## config.mk

```make
export PLATFORM = sky130hd
export DESIGN_NAME = spi_slave
export DESIGN_NICKNAME = d
export VERILOG_FILES = /design/src/rtl/spi_slave_pkg.sv /design/src/rtl/sync_2ff.sv /design/src/rtl/spi_slave.sv
export SDC_FILE = /design/constraint.sdc
export NUM_CORES = 1
export LEC_CHECK = 0
export ABC_AREA = 1
export BUFFER_PORTS_ARGS = -buffer_cell sky130_fd_sc_hd__buf_2
export CAP_MARGIN = 15
export CORE_UTILIZATION = 40
export DETAILED_ROUTE_END_ITERATION = 8
export PLACE_DENSITY_LB_ADDON = 0.15
export SLEW_MARGIN = 25
export SYNTH_ARGS = -nofsm -noshare
export SYNTH_HDL_FRONTEND = slang
export SYNTH_SLANG_ARGS = --single-unit
```

## constraint.sdc

```tcl
create_clock -name clk -period 3 [get_ports clk]
set_input_delay 0.45 -clock clk [delete_from_list [all_inputs] [get_ports clk]]
set_output_delay 0.45 -clock clk [all_outputs]
set_load 0.02 [all_outputs]
```

## src/rtl/spi_slave_pkg.sv

```systemverilog
// Shared constants for the SPI mode-0 slave.
// Holds the default transfer word length.
package spi_slave_pkg;

    localparam int SPI_DW = 8;

endpackage

```

## src/rtl/sync_2ff.sv

```systemverilog
// Two-flop synchronizer for one asynchronous input bit.
// Ports: clk, rst (async active-low), i_d (async in), o_q (synced out).
module sync_2ff #(
    parameter logic RST_VAL = 1'b0
) (
    input  logic clk,
    input  logic rst,
    input  logic i_d,
    output logic o_q
);

    logic r_meta;
    logic r_sync;

    always_ff @(posedge clk or negedge rst) begin
        if (!rst) begin
            r_meta <= RST_VAL;
            r_sync <= RST_VAL;
        end else begin
            r_meta <= i_d;
            r_sync <= r_meta;
        end
    end

    assign o_q = r_sync;

endmodule

```

## src/rtl/spi_slave.sv

```systemverilog
// SPI mode-0 slave, MSB first, oversampled by clk.
// Ports: clk, rst, ss, sck, mosi in; miso, done, dout out; din in.
module spi_slave
    import spi_slave_pkg::*;
#(
    parameter int DATA_WIDTH = SPI_DW
) (
    input  logic                  clk,
    input  logic                  rst,
    input  logic                  ss,
    input  logic                  sck,
    input  logic                  mosi,
    output logic                  miso,
    output logic                  done,
    input  logic [DATA_WIDTH-1:0] din,
    output logic [DATA_WIDTH-1:0] dout
);

    localparam int CW = $clog2(DATA_WIDTH);
    localparam logic [CW-1:0] LAST = CW'(DATA_WIDTH - 1);

    logic w_sck_s;
    logic w_ss_s;
    logic w_mosi_s;
    logic w_rise;
    logic w_fall;
    logic [DATA_WIDTH-1:0] w_next;

    logic                  r_sck_prev;
    logic [CW-1:0]         r_cnt;
    logic [DATA_WIDTH-1:0] r_shift;
    logic [DATA_WIDTH-1:0] r_dout;
    logic                  r_miso;
    logic                  r_done;

    sync_2ff #(.RST_VAL(1'b0)) u_sync_sck (
        .clk (clk),
        .rst (rst),
        .i_d (sck),
        .o_q (w_sck_s)
    );

    // Deselected after reset, so ss syncs to 1.
    sync_2ff #(.RST_VAL(1'b1)) u_sync_ss (
        .clk (clk),
        .rst (rst),
        .i_d (ss),
        .o_q (w_ss_s)
    );

    sync_2ff #(.RST_VAL(1'b0)) u_sync_mosi (
        .clk (clk),
        .rst (rst),
        .i_d (mosi),
        .o_q (w_mosi_s)
    );

    assign w_rise = w_sck_s & ~r_sck_prev;
    assign w_fall = ~w_sck_s & r_sck_prev;
    assign w_next = {r_shift[DATA_WIDTH-2:0], w_mosi_s};

    always_ff @(posedge clk or negedge rst) begin
        if (!rst) begin
            r_sck_prev <= 1'b0;
            r_cnt      <= '0;
            r_shift    <= '0;
            r_dout     <= '0;
            r_miso     <= 1'b0;
            r_done     <= 1'b0;
        end else begin
            r_sck_prev <= w_sck_s;
            r_done     <= 1'b0;
            if (w_ss_s) begin
                r_cnt   <= '0;
                r_shift <= din;
                r_miso  <= din[DATA_WIDTH-1];
            end else if (w_rise) begin
                if (r_cnt == LAST) begin
                    // Last bit: publish and reload for next byte.
                    r_dout  <= w_next;
                    r_done  <= 1'b1;
                    r_shift <= din;
                    r_cnt   <= '0;
                end else begin
                    r_shift <= w_next;
                    r_cnt   <= r_cnt + 1'b1;
                end
            end else if (w_fall) begin
                // Present next bit for master's next rise.
                r_miso <= r_shift[DATA_WIDTH-1];
            end
        end
    end

    assign miso = r_miso;
    assign done = r_done;
    assign dout = r_dout;

endmodule

```

Word-level counts from Yosys, hierarchy flattened
Cells that the tools add are included.

Register bits after elaboration: 28. Input port bits: 13. Output and inout port bits: 10. Word-level logic and storage cells: 36.

Add/sub/neg operators: 1. Equal/unequal tests: 2. Mux-type cells: 12. Bitwise logic cells: 5. Reductions and logical operators: 4.

Operator list (number): $mux 8 (3); $mux 3 (3); $mux 1 (6); $reduce_bool 2->1 (2); $add 3x1->3 const B (1); $eq 3x3->1 const B (1); $not 1->1 (3); $reduce_and 3->1 (1); $and 1x1->1 (2); $ne 2x1->1 const B (1); $reduce_and 2->1 (1).

Logic depth before layout (Yosys ltp)
Word-level depth: 5. Depth in mapped cells: 8.

Cells and area by module
Synthesis repeated with hierarchy kept, for this count alone.

Cells, all modules: 142. Area total of the unflattened synthesis: 1219.9 sq um.

By module, submodules not included: spi_slave (times used 1, cells each 136, area an instance 1067.3 sq um); sync_2ff (u_sync_mosi ...) (times used 2, cells each 2, area an instance 50.0 sq um); sync_2ff (u_sync_ss) (times used 1, cells each 2, area an instance 52.6 sq um).

Worst setup path after synthesis
No wires, ideal clock.

Path kind: register to register. Start point: register r_cnt[0]. End point: register r_shift[0]. Setup time: 0.117 ns. Arrival: 1.249 ns. Required time: 2.883 ns. Slack: 1.633 ns. Cell stages (with the launch flop): 7. Path buffers: 0. Period minus slack after synthesis: 1.367 ns. Cell sequence: dfrtp_1 ha_1 ha_1 nor2_1 nand2_1 nand3_1 nand2_1.

Word-level cells in the longest chain between the ends: 4.

Ends and longest elaborated chain: start: declaration (RTL line spi_slave.sv:30) `logic [CW-1:0] r_cnt;`; start signal: assignment (RTL line spi_slave.sv:86) `r_cnt <= r_cnt + 1'b1;`; $eq 3x3->1 (RTL line spi_slave.sv:78) `if (r_cnt == LAST) begin`; $mux 8 (RTL line spi_slave.sv:78); $mux 8 (RTL line spi_slave.sv:77) `end else if (w_rise) begin`; $mux 8 (RTL line spi_slave.sv:73) `if (w_ss_s) begin`; end signal: assignment (RTL line spi_slave.sv:75) `r_shift <= din;`; end signal: assignment (RTL line spi_slave.sv:82) `r_shift <= din;`; end signal: assignment (RTL line spi_slave.sv:85) `r_shift <= w_next;`; end: declaration (RTL line spi_slave.sv:31) `logic [DATA_WIDTH-1:0] r_shift;`.

No other way between the ends. The select of a mux whose other input is x is not followed. A chain may end at the register's enable or synchronous reset.

Worst setup path in the final report
Start point: register r_cnt[0]. End point: register r_shift[2].

The elaborated chain is that of the path after synthesis.

==> summary.md <==
| Metric | Value |
|---|---|
| Cell variety after synth | `17` |
| Synth warn | `0` |
| # rows | `19` |
| PostCTS Resize Cnt | `0` |
| DPL Wire Length | `1610 um` |
| Pwr Total | `0.741 mW` |
| Setup repair bufs after CTS | `0` |
| Yosys top cell area share | `0.533` |
| Post-synthesis cell area | `between 0.001 and 0.0015 sq mm` |
| Hold Path Class | `primary input to async pin` |
| Worst vdd ir | `around 0.0002 V` |
| Final Util | `0.494` |
| First-pass GRT wire length | `roughly 3900 um` |
| Setup TNS | `0 ps` |
| Total gr overflow | `0` |
| Layout area overhead | `14.6%` |
| Worst Max-Slew Pin Slew | `604 ps` |
| Pleak | `0.855 nW` |
| Deepest clock path buffer count | `2` |
| Layout cells sized above 1 | `0.212` |
| Worst EP arrival | `1950 ps` |
| Root Driver | `clkbuf_4` |
| CP peak stage delay | `420 ps` |
| CTS tree | `built` |
| Final WL | `between 2000 and 2500 um` |
| Power Density | `531 mW/mm^2` |
| Crit path kind | `flop to flop` |
| Synthesized net count | `approximately 160` |
| Post-CTS Hold Buffers | `0` |
| Routed vias/inst | `4.84` |
| DRC errors left | `6` |
| Number of port buffers | `22` |
| Final setup vio count | `0` |
| Die Y | `between 50 and 60 um` |
| Unrepaired setup endpoints after global routing | `false` |
| Router iterations before antenna repair | `6` |
| Worst Setup Start Kind | `flop` |
| Final Hold Fails | `0` |
| FF+latch count, synth | `28` |
| Reg2Reg Setup Slack | `1290 ps` |
| CP Cell Sequence | `ha_1, ha_1, nor2_1, nand2_1, nand3_1, nand2_1` |
| CTS Buf Count | `3` |
| Delay-heaviest family, CP | `simple AND/OR/NAND/NOR gates` |
| Fin nets | `181` |
| Top cells by count, synth | `60 x nand2_1, 26 x dfrtp_1, 20 x inv_1, 11 x nand3_1, 8 x nand4_1` |
| Die area | `0.00327 sq mm` |
| DR iter-0 viols | `40` |
| Seq/Total Area, Yosys | `0.576` |
| Area of placed instances | `0.00135 sq mm` |
| Final Instance Area | `0.00140 sq mm` |
| Max_slew headroom | `0.597` |
| Tot GR Track Use | `0.159` |
| Mean area per synthesized cell | `8.59 sq um` |
| FMAX | `584 MHz` |
| Asr flop ratio synth | `1.00` |
| Htree depth | `1` |
| Cell taking the most area after synthesis | `dfrtp_1` |
| Synth top area cells | `dfrtp_1 53%, nand2_1 18%, inv_1 6.2%, nand3_1 4.5%, dfstp_2 4.3%` |
| # diodes | `0` |
| # IOs | `23` |
| Top_reg_cell synth | `dfrtp_1` |
| R2r endpoint | `r_shift[2]` |
| Cell count after synthesis | `142` |
| GPL Wtd Cong | `0.776` |
| Worst path bufs/invs | `0` |
| Max-Cap Viols | `0` |
| Worst reg2reg path depth | `6` |
| DR WL/cell | `11.4 um` |
| Crit path max-delay cell type | `dfrtp_1` |
| Antenna violations before repair | `0` |
| Endpoint class of the critical path | `flop` |
| Layout fillers | `about 290` |
| Largest net degree at the start of global routing | `29` |
| CP max FO | `11` |
| Fin crit share | `0.571` |
| Core area | `0.00283 sq mm` |
| Top-count cell post-synth | `nand2_1` |
| Crit path time final | `1710 ps` |
| Initial Util | `0.431` |
| Worst r2r src | `r_cnt[0]` |
| Chip width | `between 50 and 60 um` |
| Clk slew on worst S/H paths | `150 ps` |
| Clock latency on the worst-skew pair | `330 ps` |
| Via Count | `949` |
| Number of synthesized flops with an enable pin | `0` |
| Worst EP required | `between 3000 and 4000 ps` |
| Remaining antenna violation count | `0` |
| Slew Limit Fails | `0` |
| Worst Skew | `2.19 ps` |
| Failing checks | `design-rule violations` |
| Vias in the first global route | `935` |
| Sinks on Clock Net | `28` |
| Outcome | `finished with violations` |
kinds of logic after synthesis:
group / Yosys count / share of synthesized area
compound gates: 1 / 0.00410
fa+ha+maj: 2 / 0.0205
buf+inv: 25 / 0.0872
flops: 28 / 0.576
simple gates: 86 / 0.312
final cells by class:
type | instances | area, sq um | share of cell area
Tap cell | 31 | 38.8 | 0.0278
Clock buffer | 3 | 22.5 | 0.0161
Inverter | 22 | 82.6 | 0.0591
Multi-Input combinational cell | 89 | 410 | 0.294
Clock inverter | 1 | 30.0 | 0.0215
Sequential cell | 28 | 703 | 0.503
Timing Repair Buffer | 22 | 110 | 0.0788
how the worst max path moves through the flow:
stage | startpoint | end | cells after the start | slack (ps)
finish | r_cnt[0] | r_shift[2] | 6 | 1290
global route | r_cnt[0] | r_shift[2] | 6 | 1100
CTS | r_cnt[0] | r_shift[2] | 6 | 1280
detailed placement | r_cnt[0] | r_shift[2] | 6 | 1300
global placement | r_cnt[0] | r_shift[0] | 6 | 1340
floorplan | r_cnt[0] | r_shift[0] | 6 | 1630
routing by layer:
metal,wire (um),GRT usage
met4,58,0.111
met1,1050,0.192
met2,1010,0.259
met5,0,0
met3,106,0.0272
state kept, by name (all words and copies together) (netlist names):
signal and cells:
r_cnt 3, u_sync_ss.r_meta 1, dout 8, u_sync_mosi.r_meta 1
u_sync_mosi.o_q 1, miso 1, u_sync_sck.o_q 1, done 1
r_sck_prev 1, u_sync_ss.o_q 1, r_shift 8, u_sync_sck.r_meta 1
cells in the final DEF (no fill, tap or decap):
cell type and instances:
nand2_1 60, dfrtp_1 26, buf_2 22, inv_1 20, nand3_1 11, nand4_1 8
clkbuf_4 3, inv_2 2, nand2_2 2, nor2_1 2, ha_1 2, dfstp_2 2
nand4_2 1, nor2_2 1, o21ai_0 1, nand2_4 1, bufinv_16 1
through the flow:
| step | setup slack, ps | instances | hold WS (ps) |
|---|---|---|---|
| global placement | 1340 | 192 | 333 |
| finish | 1290 | 196 | 101 |
| floorplan | 1630 | 142 | 154 |
| detailed placement | 1300 | 192 | 336 |
| global route | 1100 | 196 | 130 |
| CTS | 1280 | 196 | 115 |
power breakdown:
part	internal, mW	total, mW	switching (mW)
Sequential	0.402	0.422	0.0194
Combinational	0.0264	0.0748	0.0484
Clock	0.135	0.245	0.110
Total	0.564	0.741	0.178
Power figures use the tool's default switching activity.
